[src/rtl/pulse_stretcher.sv]
// pulse_stretcher
// Stretches single-cycle event strobes into visible blinks: ON_CYCLES high,
// then a mandatory GAP_CYCLES low gap. One down-counter serves both phases.
//
// Build option: define PULSE_STRETCHER_QUEUE_EN to queue strobes that arrive
// mid-blink (up to QUEUE_DEPTH) and replay them back to back. With the macro
// undefined there is no queue: a strobe during ON retriggers (extends) the
// high phase, and a strobe during the gap is dropped and flagged.
//
// All outputs come straight from flops; pulse_in never reaches an output
// combinationally.

module pulse_stretcher #(
    parameter int ON_CYCLES   = 5_000_000,
    parameter int GAP_CYCLES  = 5_000_000,
    parameter int QUEUE_DEPTH = 15
) (
    input  logic                               clk,
    input  logic                               reset_n,
    input  logic                               pulse_in,
    output logic                               level_out,
    output logic                               busy,
    output logic [$clog2(QUEUE_DEPTH+1)-1:0]   pending,
    output logic                               overflow
);

    // Timer only ever holds a reload value minus one, so it needs to cover
    // max(ON_CYCLES, GAP_CYCLES)-1.
    localparam int MAX_CYC = (ON_CYCLES > GAP_CYCLES) ? ON_CYCLES : GAP_CYCLES;
    localparam int TMR_W   = (MAX_CYC > 1) ? $clog2(MAX_CYC) : 1;
    localparam int PEND_W  = $clog2(QUEUE_DEPTH + 1);

    localparam logic [TMR_W-1:0]  ON_LOAD  = TMR_W'(ON_CYCLES - 1);
    localparam logic [TMR_W-1:0]  GAP_LOAD = TMR_W'(GAP_CYCLES - 1);
    localparam logic [PEND_W-1:0] PEND_MAX = PEND_W'(QUEUE_DEPTH);

    typedef enum logic [1:0] {
        S_IDLE = 2'd0,
        S_ON   = 2'd1,
        S_GAP  = 2'd2
    } state_t;

    state_t              r_state;
    logic [TMR_W-1:0]    r_timer;
    logic [PEND_W-1:0]   r_pending;
    logic                r_level;
    logic                r_busy;
    logic                r_overflow;

    logic                w_tmr_zero;
    logic                w_q_full;

    assign w_tmr_zero = (r_timer == '0);
    assign w_q_full   = (r_pending == PEND_MAX);

    // Blink FSM: state, timer, queue count and all outputs update together so
    // level_out/busy are exact registered images of the state.
    always_ff @(posedge clk or negedge reset_n) begin
        if (!reset_n) begin
            r_state    <= S_IDLE;
            r_timer    <= '0;
            r_pending  <= '0;
            r_level    <= 1'b0;
            r_busy     <= 1'b0;
            r_overflow <= 1'b0;
        end else begin
            // overflow is a one-cycle strobe; only a drop this cycle raises it
            r_overflow <= 1'b0;
            case (r_state)
                S_IDLE: begin
                    if (pulse_in) begin
                        r_state <= S_ON;
                        r_timer <= ON_LOAD;
                        r_level <= 1'b1;
                        r_busy  <= 1'b1;
                    end
                end

                S_ON: begin
`ifdef PULSE_STRETCHER_QUEUE_EN
                    // Strobes during ON are parked; saturate and flag when full.
                    if (pulse_in) begin
                        if (!w_q_full)
                            r_pending <= r_pending + 1'b1;
                        else
                            r_overflow <= 1'b1;
                    end
                    if (w_tmr_zero) begin
                        r_state <= S_GAP;
                        r_timer <= GAP_LOAD;
                        r_level <= 1'b0;
                    end else begin
                        r_timer <= r_timer - 1'b1;
                    end
`else
                    // Retrigger: a fresh strobe restarts the full high phase,
                    // taking priority over the phase ending this cycle.
                    if (pulse_in) begin
                        r_timer <= ON_LOAD;
                    end else if (w_tmr_zero) begin
                        r_state <= S_GAP;
                        r_timer <= GAP_LOAD;
                        r_level <= 1'b0;
                    end else begin
                        r_timer <= r_timer - 1'b1;
                    end
`endif
                end

                S_GAP: begin
                    if (!w_tmr_zero) begin
                        r_timer <= r_timer - 1'b1;
`ifdef PULSE_STRETCHER_QUEUE_EN
                        if (pulse_in) begin
                            if (!w_q_full)
                                r_pending <= r_pending + 1'b1;
                            else
                                r_overflow <= 1'b1;
                        end
`else
                        // No queue: a strobe inside the gap cannot be honoured.
                        if (pulse_in)
                            r_overflow <= 1'b1;
`endif
                    end else if (pulse_in) begin
                        // Strobe exactly at gap expiry starts the next blink
                        // directly; it never touches the queue.
                        r_state <= S_ON;
                        r_timer <= ON_LOAD;
                        r_level <= 1'b1;
`ifdef PULSE_STRETCHER_QUEUE_EN
                    end else if (r_pending != '0) begin
                        // Replay the oldest queued strobe with no idle cycle.
                        r_state   <= S_ON;
                        r_timer   <= ON_LOAD;
                        r_level   <= 1'b1;
                        r_pending <= r_pending - 1'b1;
`endif
                    end else begin
                        r_state <= S_IDLE;
                        r_busy  <= 1'b0;
                    end
                end

                default: begin
                    r_state <= S_IDLE;
                    r_timer <= '0;
                    r_level <= 1'b0;
                    r_busy  <= 1'b0;
                end
            endcase
        end
    end

    assign level_out = r_level;
    assign busy      = r_busy;
    assign pending   = r_pending;
    assign overflow  = r_overflow;

endmodule

[config.mk]
export PLATFORM = sky130hd
export DESIGN_NAME = pulse_stretcher
export DESIGN_NICKNAME = d
export VERILOG_FILES = /design/src/rtl/pulse_stretcher.sv
export SDC_FILE = /design/constraint.sdc
export NUM_CORES = 1
export LEC_CHECK = 0
export CAP_MARGIN = 20
export CORE_UTILIZATION = 62
export CTS_CLUSTER_SIZE = 8
export DETAILED_ROUTE_END_ITERATION = 7
export MAX_ROUTING_LAYER = met4
export PLACE_DENSITY = 0.82
export REMOVE_ABC_BUFFERS = 1
export SLEW_MARGIN = 10
export SYNTH_ARGS = -nofsm -noshare
export SYNTH_HDL_FRONTEND = slang
export SYNTH_SLANG_ARGS = --single-unit
[constraint.sdc]
create_clock -name clk -period 2.95 [get_ports clk]
set_input_delay 0.4425 -clock clk [delete_from_list [all_inputs] [get_ports clk]]
set_output_delay 0.4425 -clock clk [all_outputs]
set_load 0.05 [all_outputs]
==> qor.log <==
[layout] fraction of layout instances using a drive strength above 1 0.134
[place] number of cells after detailed placement 257
[detailed_routing] overall via count from detail_route 1,850
[detailed_routing] number of remaining DRC errors 0
[synthesis] share of synthesized area occupied by flip-flops and latches 0.347
[synthesis] instance count of the mapped netlist 216
[layout] Seq. cell area 701 um^2
[synthesis] count of unique library cells instantiated by Yosys 62
[global_routing] number of global-route vias before repair 1,698
[setup_path] crit path kind reg -> reg
[die] Boundary Pins 10
[setup_path] buffering stage count on the worst path with inverters included 0
[setup_path] critical path fanouts, max 17
[synthesis] most used flip-flop cell after synthesis sky130_fd_sc_hd__dfrtp_1
[synthesis] EDFF count, synth 0
[layout] layout filler cell count 248
[setup_path] sort of element at the start of the critical path flip-flop
[sta] share of the cycle needed by the critical path after routing 0.830
[status] status finished, final reports clean
[synthesis] #FFs+latches synth 28
[hold_path] worst hold path type in -> async
[clock_tree] Worst-path clk slew 0.16 ns
[global_routing] GRT Total Usage 0.317
[layout] area of the multi-input gates 1230 um^2
[sta] worst-case headroom to the max-slew limit 0.521
[layout] nets 223
[layout] # diodes 0
[synthesis] Post-Syn Area 2020 um^2
[sta] unrepaired setup endpoints after global routing false
[sta] Final Hold Slack 0.457 ns
[sta] Slew Viols, Final 0
[clock_tree] Num CTS Buffers 3
[detailed_routing] wire length per cell after detailed routing 18.8 um
[synthesis] fraction of registers with async set/reset 1.00
[clock_tree] Resized Gates After CTS 0
[die] starting density of the core 0.657
[layout] Non-Filler Instances 261
[setup_path] worst-path cell with the longest stage delay sky130_fd_sc_hd__or4_4
[global_routing] antenna violations before repair 0
[detailed_routing] post-detailed-routing wire length 4910 um
[die] core outline area 3080 um^2
[place] quantity of I/O buffers inserted on ports 5
[setup_path] R2R Path End r_timer[15]
[die] placement row count 20
[global_routing] largest net degree at the start of global routing 29
[detailed_routing] first-iteration detailed-routing DRC count 195
[setup_path] first element of the critical path r_timer[17]
[sta] count of final hold-check violations 0
[sta] worst slew pin tran 0.712 ns
[power_and_ir_drop] worst vdd ir 0.000166 V
[setup_path] worst endpoint required time 3.24 ns
[setup_path] reg2reg setup slack 0.50 ns
[clock_tree] CTS tree built
[synthesis] yosys warns 4
[setup_path] worst stage delay on the critical path 0.60 ns
[power_and_ir_drop] power per unit of standard cell area 304 nW/um^2
[setup_path] Critical R2R Launch r_timer[17]
[setup_path] capturing element type of the critical path flip-flop
[detailed_routing] per-cell via count in the routed design 7.09
[setup_path] endpoint arrival time on the critical path 2.74 ns
[sta] Peak Freq 409 MHz
[clock_tree] worst-skew pair later-pin latency 0.34 ns
[layout] Finished Core Util 0.687
[run] number of max-cap violations 0
[clock_tree] Bufs on Longest Clock Path 2
[clock_tree] root buffer cell sky130_fd_sc_hd__clkbuf_4
[die] die area 3490 um^2
[synthesis] largest cells by area after synthesis sky130_fd_sc_hd__dfrtp_1 (35%), sky130_fd_sc_hd__a22o_1 (3.9%), sky130_fd_sc_hd__nor3_1 (3.2%)
[sta] Max Clock Skew 0.00389 ns
[place] final weighted congestion in routability-driven placement 0.998
[synthesis] Synth top area share 0.347
[sta] clock period minus worst slack 2.45 ns
[die] width of the die 59.1 um
[place] post-detailed-placement half-perimeter wirelength 3530 um
[setup_path] Cell Chain, Critical Path or4_4 -> nor3_4 -> nand3_2 -> a21boi_4 -> a221o_1
[synthesis] most area-hungry cell type in the Yosys netlist sky130_fd_sc_hd__dfrtp_1
[global_routing] global-route wire length before repair 8120 um
[clock_tree] total of hold buffers inserted after clock tree synthesis 0
[power_and_ir_drop] Power, Total 642 uW
[clock_tree] Clock Sink Count 28
[clock_tree] setup bufs post-CTS 0
[die] die height 59.1 um
[sta] setup TNS after final layout 0 ns
[setup_path] count of cells along the worst register-to-register path 5
[synthesis] Mapped Avg Cell Area 9.36 um^2
[sta] Setup Viol. Count Final 0
[detailed_routing] total iterations of the first detailed-routing run 5
[clock_tree] maximum level of the CTS H-tree 1
[power_and_ir_drop] Leakage Power 0.000724 uW
[global_routing] gr ovfl total 0
[setup_path] family with the most delay on the worst path simple AND/OR/NAND/NOR gates
[layout] area overhead of the layout relative to synthesis 4.64%
[detailed_routing] Antenna Nets Post-Route 0
-- metal layers --
layer / GRT usage / vias to the layer above / wire [um]
met5: - / - / 0
met4: 0.112 / 0 / 95
met3: 0.0262 / 11 / 340
met2: 0.497 / 97 / 2310
met1: 0.431 / 887 / 2170
li1: - / 855 / -
-- cells in the final DEF, fill, tap and decap left out, types with 2 or more instances in the layout --
master / instances
sky130_fd_sc_hd__a211oi_1: 4
sky130_fd_sc_hd__a21oi_1: 9
sky130_fd_sc_hd__a22o_1: 9
sky130_fd_sc_hd__a311oi_1: 2
sky130_fd_sc_hd__a31oi_1: 2
sky130_fd_sc_hd__and2_1: 2
sky130_fd_sc_hd__and3_1: 5
sky130_fd_sc_hd__buf_4: 4
sky130_fd_sc_hd__clkbuf_4: 3
sky130_fd_sc_hd__clkdlybuf4s50_1: 5
sky130_fd_sc_hd__conb_1: 4
sky130_fd_sc_hd__dfrtp_1: 28
sky130_fd_sc_hd__ha_1: 2
sky130_fd_sc_hd__inv_1: 3
sky130_fd_sc_hd__mux2i_1: 5
sky130_fd_sc_hd__nand2_1: 11
sky130_fd_sc_hd__nand2b_1: 5
sky130_fd_sc_hd__nand3_1: 5
sky130_fd_sc_hd__nand3_2: 2
sky130_fd_sc_hd__nand4b_1: 2
sky130_fd_sc_hd__nor2_1: 14
sky130_fd_sc_hd__nor2b_1: 5
sky130_fd_sc_hd__nor3_1: 13
sky130_fd_sc_hd__nor4_1: 6
sky130_fd_sc_hd__nor4_2: 2
sky130_fd_sc_hd__o211ai_1: 3
sky130_fd_sc_hd__o21ai_0: 8
sky130_fd_sc_hd__o21ai_1: 2
sky130_fd_sc_hd__o221a_1: 4
sky130_fd_sc_hd__o22ai_1: 3
sky130_fd_sc_hd__o311ai_0: 3
sky130_fd_sc_hd__o31ai_1: 6
sky130_fd_sc_hd__o41ai_1: 4
sky130_fd_sc_hd__or2_2: 2
sky130_fd_sc_hd__or4_1: 3
sky130_fd_sc_hd__or4_4: 2
-- metrics by stage --
stage / cell area (um^2) / setup slack [ns]
4_1_cts: 2110 / 0.529
2_1_floorplan: 1940 / 0.909
3_5_place_dp: 2080 / 0.533
3_3_place_gp: 2080 / 0.629
5_1_grt: 2110 / 0.281
6_report: 2110 / 0.502
-- cells by family (layout without fill, tap and decap cells) --
family          Yosys count  count (layout)  synth area share
compound gates           73              73             0.292
fa+ha+maj                 2               2            0.0124
buf+inv                  19              17            0.0514
flops                    28              28             0.347
mux                       5               5            0.0248
other cells               1               4           0.00186
simple gates             88              88             0.271
-- power by group --
| part | total (uW) | internal (uW) | switching [uW] |
|---|---|---|---|
| registers | 394 | 387 | 6.10 |
| logic | 52.2 | 14.1 | 38.1 |
| clock network | 196 | 75.7 | 121 |
| total | 642 | 477 | 165 |
-- Yosys cell counts (4+ instances only) --
cell type,n
sky130_fd_sc_hd__nand2b_1,5
sky130_fd_sc_hd__a211oi_1,4
sky130_fd_sc_hd__nor3_1,13
sky130_fd_sc_hd__a22o_1,9
sky130_fd_sc_hd__o21ai_0,8
sky130_fd_sc_hd__nand3_1,5
sky130_fd_sc_hd__nand2_1,11
sky130_fd_sc_hd__nor2b_1,5
sky130_fd_sc_hd__buf_4,5
sky130_fd_sc_hd__o41ai_1,4
sky130_fd_sc_hd__o31ai_1,6
sky130_fd_sc_hd__a21oi_1,9
sky130_fd_sc_hd__nor4_1,6
sky130_fd_sc_hd__and3_1,5
sky130_fd_sc_hd__o221a_1,4
sky130_fd_sc_hd__dfrtp_1,28
sky130_fd_sc_hd__mux2i_1,5
sky130_fd_sc_hd__buf_2,5
sky130_fd_sc_hd__nor2_1,14
-- area by class of cell --
| class | instances | area share |
|---|---|---|
| clock buffers | 4 | 0.0172 |
| inverters | 4 | 0.00710 |
| multi-input cells | 172 | 0.580 |
| flip-flops and latches | 28 | 0.331 |
| well taps | 44 | 0.0260 |
| repair buffers | 9 | 0.0379 |
-- worst max path at each step --
stage	slack, ns	cells past startpoint	to
after floorplan	0.91	5	r_timer[15]
after global placement	0.63	5	r_timer[15]
after detailed placement	0.53	7	r_timer[17]
after CTS	0.53	5	r_timer[15]
after global routing	0.28	5	r_timer[17]
final	0.50	5	r_timer[15]
-- registers in the layout (all words and copies together), names as in the netlist --
name / cells
overflow: 1
r_timer: 23
level_out: 1
r_state: 2
busy: 1
No activity file was read; power rests on OpenSTA's default activity.
